[src/rtl/mem_port_arbiter.sv]
// mem_port_arbiter: shares one sync-read RAM between fetch (IF) and load/store (DM) ports.
// Data wins conflicts unless fetch has been starved for STARVE_LIMIT cycles.
module mem_port_arbiter #(
  parameter int ADDR_WIDTH   = 14,
  parameter int DATA_WIDTH   = 32,
  parameter int STARVE_LIMIT = 4
) (
  input  logic                  clk,
  input  logic                  rst,
  input  logic                  if_req_valid,
  input  logic [ADDR_WIDTH-1:0] if_req_addr,
  output logic                  if_req_ready,
  output logic                  if_resp_valid,
  output logic [DATA_WIDTH-1:0] if_resp_data,
  input  logic                  dm_req_valid,
  input  logic [ADDR_WIDTH-1:0] dm_req_addr,
  input  logic [3:0]            dm_req_we,
  input  logic [DATA_WIDTH-1:0] dm_req_wdata,
  output logic                  dm_req_ready,
  output logic                  dm_resp_valid,
  output logic [DATA_WIDTH-1:0] dm_resp_data,
  output logic                  mem_en,
  output logic [3:0]            mem_we,
  output logic [ADDR_WIDTH-1:0] mem_addr,
  output logic [DATA_WIDTH-1:0] mem_din,
  input  logic [DATA_WIDTH-1:0] mem_dout,
  output logic [15:0]           conflict_count
);
  typedef enum logic [1:0] {NONE, IF_RD, DM_RD} owner_t;
  localparam logic [3:0] LIMIT = 4'(STARVE_LIMIT);
  owner_t owner, owner_nx;
  logic [3:0] starve_cnt;
  logic if_wins, if_hs, dm_hs;
  always_comb begin
    if_wins      = dm_req_valid & if_req_valid & (starve_cnt == LIMIT);
    dm_req_ready = ~rst & dm_req_valid & ~if_wins;
    if_req_ready = ~rst & if_req_valid & (~dm_req_valid | if_wins);
    if_hs        = if_req_valid & if_req_ready;
    dm_hs        = dm_req_valid & dm_req_ready;
    mem_en       = if_hs | dm_hs;
    mem_we       = dm_hs ? dm_req_we : 4'd0;
    mem_addr     = if_hs ? if_req_addr : dm_hs ? dm_req_addr : '0;
    mem_din      = dm_hs ? dm_req_wdata : '0;
    owner_nx     = if_hs ? IF_RD : (dm_hs && dm_req_we == 4'd0) ? DM_RD : NONE;
  end
  always_ff @(posedge clk or posedge rst) begin
    if (rst) begin
      owner          <= NONE;
      starve_cnt     <= 4'd0;
      conflict_count <= 16'd0;
    end else begin
      owner          <= owner_nx;
      starve_cnt     <= (~if_req_valid | if_hs) ? 4'd0 : (starve_cnt == LIMIT) ? starve_cnt : starve_cnt + 4'd1;
      if (if_req_valid & dm_req_valid & ~&conflict_count)
        conflict_count <= conflict_count + 16'd1;
    end
  end
  // Response routing follows the owner of last cycle's read; reset drops it at once.
  assign if_resp_valid = (owner == IF_RD);
  assign dm_resp_valid = (owner == DM_RD);
  assign if_resp_data  = if_resp_valid ? mem_dout : '0;
  assign dm_resp_data  = dm_resp_valid ? mem_dout : '0;
endmodule
[config.mk]
export PLATFORM = sky130hd
export DESIGN_NAME = mem_port_arbiter
export DESIGN_NICKNAME = d
export VERILOG_FILES = /design/src/rtl/mem_port_arbiter.sv
export SDC_FILE = /design/constraint.sdc
export NUM_CORES = 1
export LEC_CHECK = 0
export ABC_CLOCK_PERIOD_IN_PS = 2210
export CORE_AREA = 2 2 90 92
export CTS_BUF_LIST = sky130_fd_sc_hd__clkbuf_2 sky130_fd_sc_hd__clkbuf_4 sky130_fd_sc_hd__clkbuf_8
export CTS_CLUSTER_DIAMETER = 120
export DETAILED_ROUTE_END_ITERATION = 8
export DIE_AREA = 0 0 92 94
export PLACE_DENSITY = 0.82
export SETUP_SLACK_MARGIN = 0.3
export SLEW_MARGIN = 30
export SYNTH_ARGS = -nofsm -noshare
export SYNTH_HDL_FRONTEND = slang
export SYNTH_SLANG_ARGS = --single-unit
[constraint.sdc]
create_clock -name clk -period 2.21 [get_ports clk]
set_input_delay 0.442 -clock clk [delete_from_list [all_inputs] [get_ports clk]]
set_output_delay 0.442 -clock clk [all_outputs]
set_load 0.01 [all_outputs]
Word-level counts from Yosys, hierarchy flattened
Cells that the tools add are included.

operators by class
  $add $sub $neg = 2
  eq/ne operators = 4
  muxes and demuxes = 10
  bitwise logic cells = 16
  reductions and logical operators = 4

operators with widths
  kind                   count
  $mux 32                3
  $mux 14                2
  $add 16x1->16 const B  1
  $reduce_and 16->1      1
  $mux 4                 3
  $and 1x1->1            9
  $add 4x1->4 const B    1
  $eq 4x3->1 const B     1
  $logic_not 4->1        1
  $mux 2                 2
  $not 1->1              4
  $or 1x1->1             3
  $eq 2x1->1 const B     1
  $eq 2x2->1 const B     1
  $ne 2x2->1 const B     1
  $logic_and 1x1->1      1
  $logic_not 1->1        1

word-level totals
  flip-flop bits (word level) = 22
  input port bits = 100
  output and inout port bits = 135
  word-level logic and storage cells = 39

Depth between registers and ports, before layout
Gate-level depths: netlist of run 1.

  word-level depth = 8
  gate-level depth with buffers = 7
  gate-level depth less buffers = 6

Worst setup path before layout of run 1
OpenSTA, ideal clock, no wires.

  path kind = input port to output port
  start = input port rst
  end = output port mem_addr[10]
  data arrival time = 1747 ps
  data required time = 1768 ps
  slack = 21 ps
  stages = 5
  buffers on the path = 1
  cells stage by stage = inv_1 > nand2_1 > a21oi_2 > buf_4 > a22o_1

between the ends
  elaborated cells between the ends (all ways) = 9
  those cells by class = mux (2); bitwise (7)

RTL lines
  item                      RTL line  text
  start, declared           9         input logic rst,
  $not 1->1                 37        if_req_ready = ~rst & if_req_valid & (~dm_req_valid | if_wins);
  $and 1x1->1 (2 in a row)  37
  named net if_req_ready    12        output logic if_req_ready,
  $and 1x1->1               38        if_hs = if_req_valid & if_req_ready;
  $mux 14                   42        mem_addr = if_hs ? if_req_addr : dm_hs ? dm_req_addr : '0;
  end, declared             24        output logic [ADDR_WIDTH-1:0] mem_addr,

The timed path passes the listed nets, and every way through them passes these cells.

Worst setup path in the final report of run 1
  start = input port dm_req_valid
  end = output port mem_addr[10]

between the ends
  cells in the longest elaborated chain, start to end = 7
  elaborated cells between the ends (all ways) = 12
  those cells by class = mux (2); bitwise (10)

RTL lines
  item                      RTL line  text
  start, declared           15        input logic dm_req_valid,
  $and 1x1->1 (2 in a row)  35        if_wins = dm_req_valid & if_req_valid & (starve_cnt == LIMIT);
  $not 1->1                 36        dm_req_ready = ~rst & dm_req_valid & ~if_wins;
  $and 1x1->1               36
  $and 1x1->1               39        dm_hs = dm_req_valid & dm_req_ready;
  $mux 14                   42
  $mux 14 (*)               42

Every way passes the cells marked *; elsewhere a longest branch is shown, timed or not.

==> metrics.md, run 1 <==
| Metric | Value |
|---|---|
| Drt first pass iters | `4` |
| CTS Root Cell | `clkbuf_8` |
| Placed cell area | `4590 um^2` |
| Initial antenna violation count | `11` |
| # hold bufs at CTS | `0` |
| Starting DRC count in detailed routing | `95` |
| Share of layout cells above drive strength 1 | `0.453` |
| Worst slew pin tran | `0.326 ns` |
| Unique masters post-synth | `34` |
| Synth Cell Area | `2000 um^2` |
| Via/cell ratio | `4.57` |
| Status | `finished, violations left` |
| Largest net degree at the start of global routing | `23` |
| Pwr Density | `346 nW/um^2` |
| Crit path kind | `in -> out` |
| Final HPWL DP | `8530 um` |
| Wire length per cell | `19.6 um` |
| Worst slew margin | `0.779` |
| Power, Total | `1.70 mW` |
| H-tree depth | `1` |
| Peak Freq | `427 MHz` |
| Synthesis Warnings | `0` |
| Antenna viol nets, final | `0` |
| Max Cap Viol | `0` |
| Row Count | `32` |
| Nets | `605` |
| RSZ-0062 raised after global routing | `true` |
| Post-synthesis sequential area ratio | `0.276` |
| CTS tree | `built` |
| # fillers | `627` |
| Final WL | `11,900 um` |
| Crit path max fanout | `13` |
| Area Overhead vs Synth | `147%` |
| Tmin final | `2.34 ns` |
| Routed via count | `2,776` |
| Failing checks | `negative setup slack` |
| CTS buffer count | `3` |
| Global-route wire length before repair | `16,500 um` |
| Number of port buffers | `234` |
| Hold Path Class | `in -> async` |
| CP Capture Type | `output port` |
| Total gr overflow | `0` |
| Die area | `8650 um^2` |
| Launch point of the worst reg-to-reg path | `conflict_count[0]$_DFFE_PP0P_` |
| Initial Util | `0.262` |
| Final hold vios | `0` |
| Peak supply drop | `0.474 mV` |
| Die Wd | `92 um` |
| Worst EP arrival | `1.90 ns` |
| Gr usage total | `0.250` |
| Final Instance Area | `4930 um^2` |
| Worst-path clk slew | `0.08 ns` |
| Synth Instances | `235` |
| Startpoint Class | `input pin` |
| Syn nets | `338` |
| Crit. Startpoint | `dm_req_valid` |
| CTS Buffer Depth | `2` |
| Number of global-route vias before repair | `2,710` |
| Clock net sink count | `22` |
| Final setup margin | `-0.134 ns` |
| Post-layout util | `0.648` |
| Latest clock arrival within the worst-skew pair | `0.26 ns` |
| Leak | `2.40 nW` |
| Post-Syn Area per Cell | `8.49 um^2` |
| DRC Markers | `0` |
| Clk_skew | `0.00142 ns` |
| Final setup TNS | `-5.65 ns` |
| Die Ht | `94 um` |
| Worst Path Required | `1.77 ns` |
| Final Slew Violations | `0` |
| Placed cell count | `570` |
| Seq cells post-synth | `22` |
| Placer Congestion | `0.878` |
| # IOs | `235` |
| Layout Cells excl Fill | `608` |
| Final-report setup violation count | `51` |
| Core Area | `7610 um^2` |
| Fin crit share | `1.06` |
## path summary, 6_finish.rpt
check / depth (start not counted) / end / slack, ns
min in group clk: 1 / conflict_count[15]$_DFFE_PP0P_ / 0.50
min reg2reg: 1 / conflict_count[15]$_DFFE_PP0P_ / 0.50
max in group asynchronous: 3 / conflict_count[13]$_DFFE_PP0P_ / 1.50
min: 3 / starve_cnt[2]$_DFFE_PP0P_ / 0.48
max: 7 / mem_addr[10] / -0.13
max reg2reg: 6 / conflict_count[13]$_DFFE_PP0P_ / 0.49
## layout by cell type (no fill, tap or decap), types with 2 or more instances in the layout
cell and n:
nand2_2 3, buf_2 44, o21ai_0 2, nand3_1 4, buf_6 58, nor2b_4 3, nor3_1 6, and3_1 4
xnor2_1 4, buf_16 4, nor4_1 4, nand4_1 7, clkbuf_8 4, and2_1 54, clkdlybuf4s50_1 113, clkbuf_16 7
nand2_1 10, ha_1 2, clkbuf_2 20, xor2_1 12, dfrtp_1 22, inv_1 3, buf_12 4, and2_4 48
buf_4 20, dlygate4sd2_1 3, diode_2 5, a22o_1 14, nor2_1 3
## repair_timing
item	CTS	global route
gates resized for setup	434	119
setup endpoints to repair	120	111
buffers inserted	9	8
gates cloned	5	7
pin swaps	3	13
## critical path, stage by stage
cell	delay, ns
clkdlybuf4s50_1	0.49
inv_2	0.05
a311oi_4	0.32
buf_6	0.19
buf_16	0.14
a22o_1	0.14
buf_2	0.13
## routing by layer
| metal | wire length [um] | part of all wire | track usage |
|---|---|---|---|
| met5 | 80 | 0.0067 | 0 |
| met4 | 153 | 0.013 | 0.0410 |
| met3 | 1630 | 0.14 | 0.158 |
| met2 | 5390 | 0.45 | 0.383 |
| met1 | 4680 | 0.39 | 0.301 |
## logic make-up (layout without fill, tap and decap cells)
kind of cell | count (synthesis) | after routing | share of synthesized area
multiplexers | 1 | 1 | 0.00752
XOR/XNOR | 16 | 16 | 0.0702
other | 0 | 5 | 0
buffers and inverters | 19 | 285 | 0.0621
flip-flops | 22 | 22 | 0.276
AO/OA/AOI/OAI | 20 | 20 | 0.0903
adder cells (fa/ha/maj) | 3 | 3 | 0.0188
AND/OR/NAND/NOR | 154 | 154 | 0.475
## stage by stage
step	hold WS, ns	worst slack, ns
2_1_floorplan	0.315	0.261
3_3_place_gp	0.485	-0.578
3_5_place_dp	0.496	-0.613
4_1_cts	0.502	-0.143
5_1_grt	0.525	-0.181
6_report	0.485	-0.134
## layout make-up
| class | instances | area (um^2) | area share |
|---|---|---|---|
| timing repair buffer | 276 | 2680 | 0.545 |
| inverter | 5 | 22.5 | 0.00457 |
| antenna | 5 | 12.5 | 0.00254 |
| sequential | 22 | 551 | 0.112 |
| clock buffer | 4 | 55.1 | 0.0112 |
| tap | 102 | 128 | 0.0259 |
| multi-input combinational | 194 | 1470 | 0.299 |
## flip-flops by register name, summed over array words and instances (netlist names)
name / flops
conflict_count: 16
starve_cnt: 4
owner: 2
## synthesized netlist by cell type
| library cell | count | share of area |
|---|---|---|
| mux2_4 | 1 | 0.0075 |
| and3_1 | 4 | 0.013 |
| buf_6 | 6 | 0.034 |
| o211ai_1 | 1 | 0.0038 |
| clkbuf_1 | 6 | 0.011 |
| ha_1 | 3 | 0.019 |
| and2_1 | 102 | 0.32 |
| or2_2 | 2 | 0.0063 |
| dfrtp_1 | 22 | 0.28 |
| nor2b_1 | 2 | 0.0063 |
| nor2b_4 | 1 | 0.0069 |
| nor4_2 | 1 | 0.0063 |
| nand2_2 | 1 | 0.0031 |
| inv_2 | 1 | 0.0019 |
| o21ai_0 | 2 | 0.0050 |
| nor2_1 | 3 | 0.0056 |
| nor3b_1 | 1 | 0.0038 |
| nor2_2 | 1 | 0.0031 |
| nor4b_1 | 1 | 0.0044 |
| nor4_1 | 4 | 0.013 |
| inv_1 | 4 | 0.0075 |
| xor2_1 | 12 | 0.053 |
| buf_4 | 2 | 0.0075 |
| xnor2_1 | 4 | 0.018 |
| nand3_1 | 4 | 0.010 |
| nor4_4 | 1 | 0.011 |
| nand4_1 | 7 | 0.022 |
| a21oi_2 | 1 | 0.0044 |
| and4_1 | 1 | 0.0044 |
| a311oi_4 | 1 | 0.013 |
| a22o_1 | 14 | 0.061 |
| nand2_1 | 12 | 0.023 |
| a21oi_1 | 1 | 0.0025 |
| nor3_1 | 6 | 0.015 |
## report_power, final
part,internal [mW],switching [mW]
logic,0.532,0.329
clock network,0.159,0.130
registers,0.467,0.0882
total,1.16,0.547
Power figures use the tool's default switching activity.
==> run 2: changes to the inputs <==
--- a/config.mk
+++ b/config.mk
@@ -6,6 +6,7 @@
 export NUM_CORES = 1
 export LEC_CHECK = 0
 export ABC_CLOCK_PERIOD_IN_PS = 2210
+export CAP_MARGIN = 0
 export CORE_AREA = 2 2 90 92
 export CTS_BUF_LIST = sky130_fd_sc_hd__clkbuf_2 sky130_fd_sc_hd__clkbuf_4 sky130_fd_sc_hd__clkbuf_8
 export CTS_CLUSTER_DIAMETER = 120
==> results of run 2 <==
No change in the layout: final DEF, timing and power equal those of run 1.
